**src/rtl/fifo_pkg.sv**
```systemverilog
// Shared definitions for the FIFO drain path: default widths, the
// serializer state encoding and a helper for the bytes-per-word count.
package fifo_pkg;

  localparam int unsigned FIFO_DATA_W = 32;
  localparam int unsigned BYTE_W      = 8;

  // IDLE: no word held; LOAD: waiting on the registered FIFO read port;
  // SEND: shifting bytes out on the valid/ready stream.
  typedef enum logic [1:0] {
    ST_IDLE,
    ST_LOAD,
    ST_SEND
  } state_e;

  // Number of output symbols per FIFO word. data_w must be a multiple of byte_w.
  function automatic int unsigned nbytes(input int unsigned data_w, input int unsigned byte_w);
    return data_w / byte_w;
  endfunction

endpackage

```
**src/rtl/fifo_word_serializer_byte_sel_mux.sv**
```systemverilog
// Combinational byte lane selector: picks the symbol of a word addressed by
// byte_idx, with index 0 mapping to either the top or the bottom lane.
module byte_sel_mux #(
  parameter int unsigned DATA_W    = 32,
  parameter int unsigned BYTE_W    = 8,
  parameter int unsigned IDX_W     = 2,
  parameter bit          MSB_FIRST = 1'b1
) (
  input  logic [DATA_W-1:0] word,
  input  logic [IDX_W-1:0]  byte_idx,
  output logic [BYTE_W-1:0] sel_byte
);

  localparam int unsigned NBYTES = DATA_W / BYTE_W;

  // Physical lane number: lane 0 is bits [BYTE_W-1:0].
  logic [IDX_W-1:0] lane;

  // Translate the transmit order index into a lane and multiplex it out.
  always_comb begin
    if (MSB_FIRST) begin
      lane = IDX_W'(NBYTES - 1) - byte_idx;
    end else begin
      lane = byte_idx;
    end
    sel_byte = '0;
    for (int i = 0; i < NBYTES; i++) begin
      if (lane == IDX_W'(i)) begin
        sel_byte = word[i*BYTE_W +: BYTE_W];
      end
    end
  end

endmodule

```
**src/rtl/fifo_word_serializer.sv**
```systemverilog
// Drain stage for the synchronous word FIFO: pops one word at a time and
// streams it out as bytes on a valid/ready interface, counting finished words.
// The FIFO read port is registered, so every pop is followed by a one-cycle
// LOAD state before the word can be captured.
module fifo_word_serializer #(
  parameter int unsigned DATA_W    = fifo_pkg::FIFO_DATA_W,
  parameter int unsigned BYTE_W    = fifo_pkg::BYTE_W,
  parameter bit          MSB_FIRST = 1'b1,
  parameter int unsigned CNT_W     = 16
) (
  input  logic              clk,
  input  logic              rst,
  input  logic              fifo_empty,
  output logic              fifo_rd_en,
  input  logic [DATA_W-1:0] fifo_rd_data,
  output logic              m_valid,
  input  logic              m_ready,
  output logic [BYTE_W-1:0] m_data,
  output logic              m_last,
  output logic              busy,
  output logic [CNT_W-1:0]  words_sent
);

  import fifo_pkg::*;

  localparam int unsigned NBYTES = nbytes(DATA_W, BYTE_W);
  localparam int unsigned IDX_W  = (NBYTES > 1) ? $clog2(NBYTES) : 1;
  localparam logic [IDX_W-1:0] LAST_IDX = IDX_W'(NBYTES - 1);

  state_e             state_q, state_d;
  logic [IDX_W-1:0]   byte_idx_q, byte_idx_d;
  logic [DATA_W-1:0]  word_q;
  logic [CNT_W-1:0]   words_sent_q;

  logic last_hs;
  logic pop;

  // Handshake and pop decode. A pop on the final handshake lets the next word
  // load immediately, so back-to-back words cost only the single LOAD bubble.
  // The rst term keeps the pop request low during the reset cycle itself.
  always_comb begin
    last_hs = (state_q == ST_SEND) && m_ready && (byte_idx_q == LAST_IDX);
    pop     = !rst && !fifo_empty && ((state_q == ST_IDLE) || last_hs);
  end

  // Next-state and byte index logic.
  always_comb begin
    state_d    = state_q;
    byte_idx_d = byte_idx_q;
    unique case (state_q)
      ST_IDLE: begin
        if (pop) begin
          state_d = ST_LOAD;
        end
      end
      ST_LOAD: begin
        // fifo_rd_data is valid now; it is captured on this edge.
        state_d    = ST_SEND;
        byte_idx_d = '0;
      end
      ST_SEND: begin
        if (m_ready) begin
          if (byte_idx_q == LAST_IDX) begin
            state_d    = pop ? ST_LOAD : ST_IDLE;
            byte_idx_d = '0;
          end else begin
            byte_idx_d = byte_idx_q + IDX_W'(1);
          end
        end
      end
      default: begin
        state_d    = ST_IDLE;
        byte_idx_d = '0;
      end
    endcase
  end

  // State, held word and completed-word counter.
  always_ff @(posedge clk) begin
    if (rst) begin
      state_q      <= ST_IDLE;
      byte_idx_q   <= '0;
      word_q       <= '0;
      words_sent_q <= '0;
    end else begin
      state_q    <= state_d;
      byte_idx_q <= byte_idx_d;
      if (state_q == ST_LOAD) begin
        word_q <= fifo_rd_data;
      end
      // Counter wraps naturally from all-ones to zero.
      if (last_hs) begin
        words_sent_q <= words_sent_q + CNT_W'(1);
      end
    end
  end

  // Byte lane selection; word_q only changes in LOAD so m_data is stable
  // while a byte waits for m_ready.
  byte_sel_mux #(
    .DATA_W   (DATA_W),
    .BYTE_W   (BYTE_W),
    .IDX_W    (IDX_W),
    .MSB_FIRST(MSB_FIRST)
  ) u_byte_sel (
    .word    (word_q),
    .byte_idx(byte_idx_q),
    .sel_byte(m_data)
  );

  // Registered-state outputs.
  always_comb begin
    fifo_rd_en = pop;
    m_valid    = (state_q == ST_SEND);
    m_last     = (state_q == ST_SEND) && (byte_idx_q == LAST_IDX);
    busy       = (state_q != ST_IDLE);
    words_sent = words_sent_q;
  end

endmodule

```
**config.mk**
```make
export PLATFORM = sky130hd
export DESIGN_NAME = fifo_word_serializer
export DESIGN_NICKNAME = d
export VERILOG_FILES = /design/src/rtl/fifo_pkg.sv /design/src/rtl/fifo_word_serializer_byte_sel_mux.sv /design/src/rtl/fifo_word_serializer.sv
export SDC_FILE = /design/constraint.sdc
export NUM_CORES = 1
export LEC_CHECK = 0
export ABC_AREA = 1
export BUFFER_PORTS_ARGS = -buffer_cell sky130_fd_sc_hd__buf_2
export CORE_MARGIN = 2
export CORE_UTILIZATION = 37
export DETAILED_ROUTE_END_ITERATION = 10
export PLACE_DENSITY = 0.72
export SLEW_MARGIN = 20
export SYNTH_ARGS = -nofsm -noshare
export SYNTH_HDL_FRONTEND = slang
export SYNTH_SLANG_ARGS = --single-unit
```
**constraint.sdc**
```tcl
create_clock -name clk -period 1.6 [get_ports clk]
set_clock_uncertainty 0.1 [all_clocks]
set_input_delay 0.24 -clock clk [delete_from_list [all_inputs] [get_ports clk]]
set_output_delay 0.24 -clock clk [all_outputs]
set_load 0.005 [all_outputs]
```
==> results of run 1 <==
[worst reg2reg max path: cells and delay by family, from the launching register on]
family	cells	cell delay, ps
simple gates	6	700
flops	1	400
buf+inv	2	270
fa+ha+maj	1	150
[through the flow]
step | instance area (µm²) | instances | utilization, % | setup slack (ps)
final | 3070 | 480 | 49.0 | -274
after global routing | 3070 | 480 | 49.0 | -350
after CTS | 2990 | 479 | 47.6 | -252
after detailed placement | 2810 | 470 | 44.7 | -72.7
after global placement | 2810 | 470 | 44.7 | -34.8
after floorplan | 2370 | 333 | - | 93.9
[layout by cell type, fill, tap and decap left out, types with 16 or more instances in the layout]
cell type	instances
nor2_1	89
buf_2	63
dfxtp_1	49
nand2_1	36
o21ai_0	33
a21oi_1	26
inv_1	16
[cells in the mapped netlist (all sizes together)]
library cell	count
a211oi	4
a21oi	28
a31oi	1
buf	6
clkbuf	9
dfxtp	52
ha	5
inv	25
nand2	42
nand3	6
nand4	8
nor2	95
nor3	3
o211ai	7
o21a	3
o21ai	38
or2	1
[where the power goes]
| part | switching [W] | internal, W |
|---|---|---|
| Sequential | 0.0000418 | 0.00136 |
| Clock | 0.000409 | 0.000386 |
| Combinational | 0.000206 | 0.000158 |
| Total | 0.000657 | 0.00190 |
[what timing repair did]
action	CTS	global route
pin swaps	6	13
cloned	0	0
gates resized for setup	25	28
setup buffers	2	1
setup endpoints to repair	17	17
hold buffers	0	0
[how the worst min path moves through the flow]
stage / endpoint / cells past startpoint
after floorplan: state_q[0] / 1
after detailed placement: state_q[0] / 2
final: state_q[0] / 2
after global routing: state_q[0] / 2
after CTS: state_q[0] / 2
after global placement: state_q[0] / 2
[metal layers]
metal  track usage, %  vias up
met4             5.28        0
met3             3.46       12
met5                0        -
met2             29.2       67
li1                 -     1224
met1             22.4     1063
[flip-flops by register name, summed over array words and instances (netlist names)]
signal      flops
word_q         32
words_sent     16
byte_idx_q      2
state_q         2
[kinds of logic (layout without fill, tap and decap cells)]
| family | count (synthesis) | count (layout) | share of synthesized area [%] |
|---|---|---|---|
| compound gates | 81 | 81 | 18.6 |
| fa+ha+maj | 5 | 5 | 2.64 |
| buf+inv | 40 | 110 | 7.13 |
| flops | 52 | 52 | 43.9 |
| simple gates | 155 | 155 | 27.7 |
[area by class of cell]
cell class | count | area share, %
Inverter | 25 | 3.42
Tap cell | 77 | 3.14
Timing Repair Buffer | 78 | 15.3
Clock buffer | 7 | 3.14
Multi-Input combinational cell | 241 | 40.8
Sequential cell | 52 | 34.2
==> flow_metrics.py, run 1 <==
metrics = {
    "cts": {
        "cts_sinks": 52,
        "cts_root_buf": "clkbuf_8",
        "clkLatencyLatePin_ps": 300,
        "numCtsBuffers": 5,
        "clockBufferDepth": 2,
        "clk_pin_slew_ps": 90,
        "cts_tree": "yes",
        "htreeDepth": 2,
    },
    "critical_path": {
        "crit_fanout": 9,
        "timing.rr.start": "byte_idx_q[0]",
        "cp-end-kind": "output port",
        "cp-endpoint": "m_data[6]",
        "cp.arrival_ps": 1530,
        "cp_slowest_stage_delay_ps": 380,
        "worstSetupStartpointType": "flip-flop",
        "worstSetupStartpoint": "byte_idx_q[1]",
        "reg2reg_depth": 9,
        "crit_buf_inv": 3,
        "worstPathCellList": "inv_1, ha_2, buf_6, a21oi_1, a21oi_1, buf_2",
        "crit_required_ps": 1260,
        "crit_cells": 6,
        "reg2reg_slack_ps": -80,
        "critPathKind": "reg -> out",
        "reg2reg_to": "words_sent[13]",
        "crit_slowest_cell": "dfxtp_4",
        "crit_family": "buffers and inverters",
        "crit_top_cell": "a21oi_1",
    },
    "yosys": {
        "synth_top_area_share_pct": 43.9,
        "netlist_instances": 333,
        "synth.largest_area_cell": "dfxtp_1",
        "syn_avg_cell_area_um2": 7.12,
        "yosysWarnings": 0,
        "syn-num-nets": 374,
        "netlist_top_cells_area": "dfxtp_1 (44%), nor2_1 (15%), o21ai_0 (8.0%)",
        "ys_seq_elements": 52,
        "ys_seq_area_share_pct": 43.9,
        "synth.distinct_cells": 25,
        "syn_area_mm2": 0.00237,
    },
    "detailed_routing": {
        "met2_length_um": 3000,
        "wl_per_cell_um": 12.9,
        "postRouteAntennaNets": 0,
        "drtIter0Drc": 74,
        "dr.max_layer_used": "met4",
        "dr.pass1.iters": 4,
        "drt_wl_total_um": 6190,
        "vias": 2366,
        "wl_met1_um": 2800,
        "vias_per_cell": 4.93,
        "drc": 0,
        "route.met3.wl_um": 294,
    },
    "global_routing": {
        "groute.usage.overall_pct": 17.4,
        "grt_overflow": 0,
        "antenna_found_initial": 0,
        "grt_pass1_vias": 2275,
        "grt_max_degree": 34,
        "grt_pass1_wl_um": 10100,
    },
    "timing": {
        "whs_ps": 15.8,
        "finalSetupViolCount": 15,
        "final.period_utilization_pct": 117,
        "setup_slack_ps": -274,
        "finalMaxSlewViolations": 0,
        "fin_crit_ps": 1870,
        "fmax_mhz": 534,
        "rsz0062_at_grt": "yes",
        "fin_setup_tns_ps": -2380,
        "slew_headroom_pct": 76.1,
        "hold_viol_final": 0,
        "tightest_slew_ps": 358,
    },
    "run": {
        "drv_cap": 0,
    },
    "final_layout": {
        "area_growth_pct": 29.7,
        "layout-drive-gt1-share_pct": 30.0,
        "nets": 444,
        "nFillCells": 642,
        "diodes": 0,
        "ff_latch_area_mm2": 0.00105,
        "multi_input_area_mm2": 0.00125,
    },
    "place": {
        "portBuffers": 63,
        "gp_congestion": 0.838,
        "dp_hpwl_um": 4290,
    },
    "power": {
        "power.leakage_nw": 1.40,
        "ir_drop_mv": 0.472,
        "finalPower_w": 0.00256,
        "power_density_mw_per_mm2": 833,
    },
    "min_path": {
        "hp-class": "in -> reg",
        "holdCritStartpoint": "fifo_empty",
    },
    "die": {
        "die_h_um": 84.0,
        "core_area_mm2": 0.00628,
        "die_area_mm2": 0.00706,
        "row_count": 29,
        "fp.dieW_um": 84.0,
        "start_util_pct": 37.8,
        "io_pins": 64,
    },
    "outcome": {
        "violations": "negative setup slack",
        "status": "finished, violations left",
    },
}
No activity file was read; power rests on OpenSTA's default activity.
==> inputs of run 2 (changes only) <==
ABC_AREA = unset   (was 1)
CORE_UTILIZATION = 47   (was 37)
PLACE_DENSITY = 0.85   (was 0.72)
==> run 2 against run 1 <==
- the flow still finishes with violations (negative setup slack)
- combinational power fell by 24%
- non-clock buffer count rose by 23
- worst hold slack improved by 11 ps
- maximum frequency fell by 12%
- global-route usage rose by 6.4 points
- final area rose by 12%
- clock power fell by 2%
- die area fell by 20%
- critical path depth rose by 3
- final cell count fell by 4.2%
- register-to-register slack got worse by 210 ps
- critical endpoint is now m_data[7]
- largest cell class unchanged
==> flow_metrics.py, run 2 <==
metrics = {
    "global_routing": {
        "grt_max_degree": 33,
        "grt_pass1_vias": 2277,
        "groute.usage.overall_pct": 23.8,
        "grt_overflow": 0,
        "antenna_found_initial": 0,
        "grt_pass1_wl_um": 10300,
    },
    "critical_path": {
        "cp.arrival_ps": 1780,
        "crit_top_cell": "buf_6",
        "crit_family": "buffers and inverters",
        "cp_slowest_stage_delay_ps": 380,
        "crit_required_ps": 1260,
        "crit_fanout": 7,
        "crit_buf_inv": 4,
        "crit_slowest_cell": "dfxtp_4",
        "critPathKind": "reg -> out",
        "worstPathCellList": "inv_4, ha_4, buf_6, buf_6, nand2_2, a21oi_2, a21oi_1, o21ai_1, buf_2",
        "worstSetupStartpointType": "flip-flop",
        "cp-end-kind": "output port",
    },
    "die": {
        "core_area_mm2": 0.00482,
        "die_h_um": 75.3,
        "die_area_mm2": 0.00568,
        "start_util_pct": 49.7,
        "fp.dieW_um": 75.3,
        "row_count": 25,
        "io_pins": 64,
    },
    "detailed_routing": {
        "drtIter0Drc": 205,
        "dr.pass1.iters": 5,
        "postRouteAntennaNets": 0,
        "vias_per_cell": 5.57,
        "drc": 0,
        "drt_wl_total_um": 7510,
        "vias": 2562,
        "wl_per_cell_um": 16.3,
    },
    "yosys": {
        "synth.distinct_cells": 32,
        "synth-simple-area-share_pct": 30.3,
        "synth_top_family_by_area": "simple AND/OR/NAND/NOR gates",
        "syn_area_mm2": 0.00239,
        "netlist_top_cells_area": "dfxtp_1 (44%), nand2_1 (14%), a21oi_1 (11%)",
        "syn-num-nets": 344,
        "synth.largest_area_cell": "dfxtp_1",
        "muxShareOfSynthArea_pct": 2.14,
        "yosysWarnings": 0,
        "synth_compound_area_share_pct": 13.5,
        "async_flop_share_pct": 0,
        "synth_edf_count": 0,
        "synth_top_area_share_pct": 43.5,
        "synthTopCellsByCount": "nand2_1 (88), a21oi_1 (52), dfxtp_1 (52)",
        "netlist_instances": 303,
        "synth_ff_type": "dfxtp_1",
        "ys_seq_area_share_pct": 43.5,
        "yosys.area_share.xor_xnor_pct": 4.03,
        "synth_fa_ha_area_share_pct": 2.62,
        "syn_avg_cell_area_um2": 7.90,
        "ys_seq_elements": 52,
        "synth.most_common_cell": "nand2_1",
    },
    "place": {
        "dp_hpwl_um": 4410,
        "portBuffers": 63,
        "dpl_cell_area_mm2": 0.00295,
        "dp_slack_ps": -164,
        "gp_congestion": 0.825,
    },
    "cts": {
        "clkLatencyLatePin_ps": 300,
        "clockBufferDepth": 2,
        "clk_pin_slew_ps": 90,
        "numCtsBuffers": 5,
        "cts_sinks": 52,
        "htreeDepth": 2,
        "cts_root_buf": "clkbuf_8",
        "cts_tree": "yes",
        "hold_buffers": 0,
    },
    "timing": {
        "finalSetupViolCount": 22,
        "fin_crit_ps": 2120,
        "tightest_slew_ps": 521,
        "fmax_mhz": 471,
        "hold_viol_final": 0,
        "finalMaxSlewViolations": 0,
        "rsz0062_at_grt": "yes",
        "slew_headroom_pct": 65.3,
        "whs_ps": 27.1,
        "setup_slack_ps": -525,
        "final.period_utilization_pct": 133,
        "fin_setup_tns_ps": -4830,
    },
    "power": {
        "power_density_mw_per_mm2": 702,
        "finalPower_w": 0.00242,
        "ir_drop_mv": 0.462,
        "power.leakage_nw": 1.47,
    },
    "final_layout": {
        "mostFrequentLayoutCell": "nand2_1",
        "fin_area_mm2": 0.00345,
        "layout-drive-gt1-share_pct": 41.2,
        "mostFrequentLayoutCells": "nand2_1 (83), buf_2 (62), dfxtp_1 (47)",
        "area_growth_pct": 44.2,
        "nets": 433,
        "regMostFlops": "word_q",
        "diodes": 0,
        "largest_reg_flops": 32,
    },
    "min_path": {
        "hp-class": "in -> reg",
    },
    "outcome": {
        "violations": "negative setup slack",
        "status": "finished, violations left",
    },
    "run": {
        "drv_cap": 0,
    },
}
run 2: cell families after synthesis:
kind of cell               count (synthesis)
and+or+nand+nor                          146
AOI/OAI and AO/OA                         63
buffers and inverters                     22
muxes                                      4
xor gates and xnor gates                  11
DFF                                       52
adders and majority gates                  5
run 2: layer usage:
metal | part of all wire [%] | vias to the layer above | global-route usage (%)
li1 | - | 1186 | -
met1 | 40 | 1193 | 30.4
met2 | 50 | 152 | 41.6
met3 | 7.2 | 31 | 3.57
met4 | 3.5 | 0 | 6.82
met5 | 0 | - | 0
run 2: report_power, final:
group / switching (W) / internal (W) / total (W) / leakage, nW
Clock: 0.000426 / 0.000352 / 0.000778 / 0.0477
Combinational: 0.000155 / 0.000123 / 0.000278 / 0.996
Sequential: 0.0000323 / 0.00133 / 0.00136 / 0.426
Total: 0.000613 / 0.00181 / 0.00242 / 1.47
run 2: layout make-up:
class,count,area [µm²]
Clock buffer,6,82.6
Clock inverter,2,13.8
Fill cell,344,1370
Inverter,3,13.8
Multi-Input combinational cell,229,1490
Sequential cell,52,1060
Tap cell,67,83.8
Timing Repair Buffer,101,711
run 2: path summary, 6_finish.rpt:
check                startpoint             end  slack [ps]  cells after the start
setup reg to reg  byte_idx_q[1]  words_sent[12]        -290                      7
setup / recovery  byte_idx_q[0]       m_data[7]        -520                      9
hold reg to reg      word_q[28]      word_q[28]         360                      2
hold / removal       fifo_empty      state_q[0]          30                      2
run 2: timing repair:
action,4_1_cts,5_1_grt
gates cloned,0,2
resized for setup,37,45
pin swaps,13,23
buffers inserted,4,7
endpoints found under the setup margin,16,23
run 2: per-stage QoR:
stage | std cells | utilization [%]
final | 460 | 71.6
after floorplan | 303 | -
after global placement | 441 | 61.2
after detailed placement | 441 | 61.2
after CTS | 453 | 66.2
after global routing | 460 | 71.6
==> inputs of run 3 (changes only) <==
SETUP_SLACK_MARGIN = 0.1   (was unset)
==> run 3 against run 2 <==
- the run still ends with negative setup slack left
- via count shrank 5.9%
- non-clock buffer count shrank 5
- combinational power about the same
- first-iteration DRC count fell by 56%
- sequential share of layout area rose by 0.38 points
- largest power group unchanged
==> flow_metrics.py, run 3 (same netlist as run 2, synthesis figures left out) <==
metrics = {
    "timing": {
        "whs_ps": 52.2,
        "finalMaxSlewViolations": 0,
        "hold_viol_final": 0,
        "fin_crit_ps": 1940,
        "setup_slack_ps": -341,
        "slew_headroom_pct": 75.8,
        "finalSetupViolCount": 20,
        "final.period_utilization_pct": 121,
        "rsz0062_at_grt": "yes",
        "fmax_mhz": 515,
        "tightest_slew_ps": 362,
    },
    "detailed_routing": {
        "vias_per_cell": 5.30,
        "drt_wl_total_um": 6750,
        "drc": 0,
        "dr.pass1.iters": 4,
        "postRouteAntennaNets": 0,
        "vias": 2412,
        "wl_per_cell_um": 14.8,
        "drtIter0Drc": 90,
    },
    "global_routing": {
        "grt_pass1_vias": 2234,
        "antenna_found_initial": 0,
        "grt_pass1_wl_um": 10000,
        "grt_overflow": 0,
        "grt_max_degree": 34,
        "groute.usage.overall_pct": 23.2,
    },
    "critical_path": {
        "cp-endpoint": "m_data[1]",
        "reg2reg_depth": 7,
        "crit_fanout": 9,
        "worstSetupStartpoint": "byte_idx_q[0]",
        "reg2reg_slack_ps": -220,
        "worstSetupStartpointType": "flip-flop",
        "reg2reg_to": "words_sent[13]",
        "timing.rr.start": "byte_idx_q[0]",
        "crit_required_ps": 1260,
        "cp.arrival_ps": 1600,
        "cp-end-kind": "output port",
        "critPathKind": "reg -> out",
    },
    "cts": {
        "cts_tree": "yes",
        "cts_root_buf": "clkbuf_8",
        "hold_buffers": 0,
        "htreeDepth": 2,
        "clockBufferDepth": 2,
        "clk_pin_slew_ps": 100,
        "clkLatencyLatePin_ps": 310,
        "numCtsBuffers": 5,
        "cts_sinks": 52,
    },
    "outcome": {
        "violations": "negative setup slack",
        "status": "finished, violations left",
    },
    "power": {
        "power_density_mw_per_mm2": 715,
        "power.leakage_nw": 1.46,
        "ir_drop_mv": 0.466,
    },
    "die": {
        "row_count": 25,
        "start_util_pct": 49.7,
        "die_area_mm2": 0.00568,
        "fp.dieW_um": 75.3,
        "die_h_um": 75.3,
        "core_area_mm2": 0.00482,
        "io_pins": 64,
    },
    "final_layout": {
        "mostFrequentLayoutCells": "nand2_1 (85), buf_2 (62), dfxtp_1 (40)",
        "fin_area_mm2": 0.00346,
        "mostFrequentLayoutCell": "nand2_1",
        "regMostFlops": "word_q",
        "nets": 428,
        "diodes": 0,
        "area_growth_pct": 44.7,
        "layout-drive-gt1-share_pct": 43.0,
        "largest_reg_flops": 32,
    },
    "place": {
        "dp_hpwl_um": 4080,
        "dpl_cell_area_mm2": 0.00304,
        "dp_slack_ps": -71.1,
        "gp_congestion": 0.880,
        "portBuffers": 63,
    },
    "min_path": {
        "hp-class": "in -> reg",
    },
    "run": {
        "drv_cap": 0,
    },
}
-- run 3: cell types whose count changed in the layout (fill, tap and decap cells not counted), sizes merged --
cell	delta
buf	-4
clkbuf	-1
clkinv	+1
inv	-1
-- run 3: how the worst min path moves through the flow --
stage / startpoint / end / slack [ps] / depth (start not counted)
floorplan: fifo_empty / state_q[0] / 220 / 1
global placement: fifo_empty / state_q[0] / 330 / 2
CTS: fifo_empty / state_q[0] / 10 / 2
finish: fifo_rd_data[10] / word_q[10] / 50 / 3
global route: fifo_rd_data[19] / word_q[19] / 60 / 3
detailed placement: fifo_empty / state_q[0] / 340 / 2
-- run 3: through the flow --
stage | instances | setup TNS [ps] | power [W] | util (%)
4_1_cts | 452 | -3210 | 0.00247 | 69.6
3_3_place_gp | 435 | -209 | 0.00163 | 63.0
2_1_floorplan | 303 | 0 | 0.00152 | -
5_1_grt | 455 | -5220 | 0.00257 | 71.8
6_report | 455 | -3880 | 0.00248 | 71.8
3_5_place_dp | 435 | -431 | 0.00164 | 63.0
-- run 3: final cells by class --
class | count | area [µm²]
multi-input combinational | 229 | 1520
fill | 360 | 1360
sequential | 52 | 1070
timing repair buffer | 96 | 668
clock buffer | 6 | 93.8
tap | 67 | 83.8
inverter | 3 | 13.8
clock inverter | 2 | 12.5
-- run 3: timing repair --
| item | CTS | global route |
|---|---|---|
| setup endpoints to repair | 24 | 25 |
| pin swaps | 20 | 16 |
| buffers inserted | 11 | 7 |
| gates resized for setup | 38 | 25 |
-- run 3: worst max-delay path: stages, from the launching register on --
cell	delay, ps
dfxtp_4	400
ha_4	160
buf_6	140
nand3b_1	140
a21oi_2	160
a21oi_2	40
o21ai_1	130
buf_2	130
-- run 3: per-layer routing --
metal | routed length, µm | global-route usage [%] | up-vias
li1 | - | - | 1185
met1 | 2640 | 26.5 | 1114
met2 | 3490 | 43.0 | 98
met3 | 420 | 5.16 | 15
met4 | 194 | 7.02 | 0
met5 | 0 | 0 | -
-- run 3: report_power, final --
group	switching (W)	total (W)	internal (W)
sequential	0.0000289	0.00136	0.00133
combinational	0.000149	0.000276	0.000127
clock	0.000442	0.000843	0.000400
total	0.000621	0.00248	0.00186
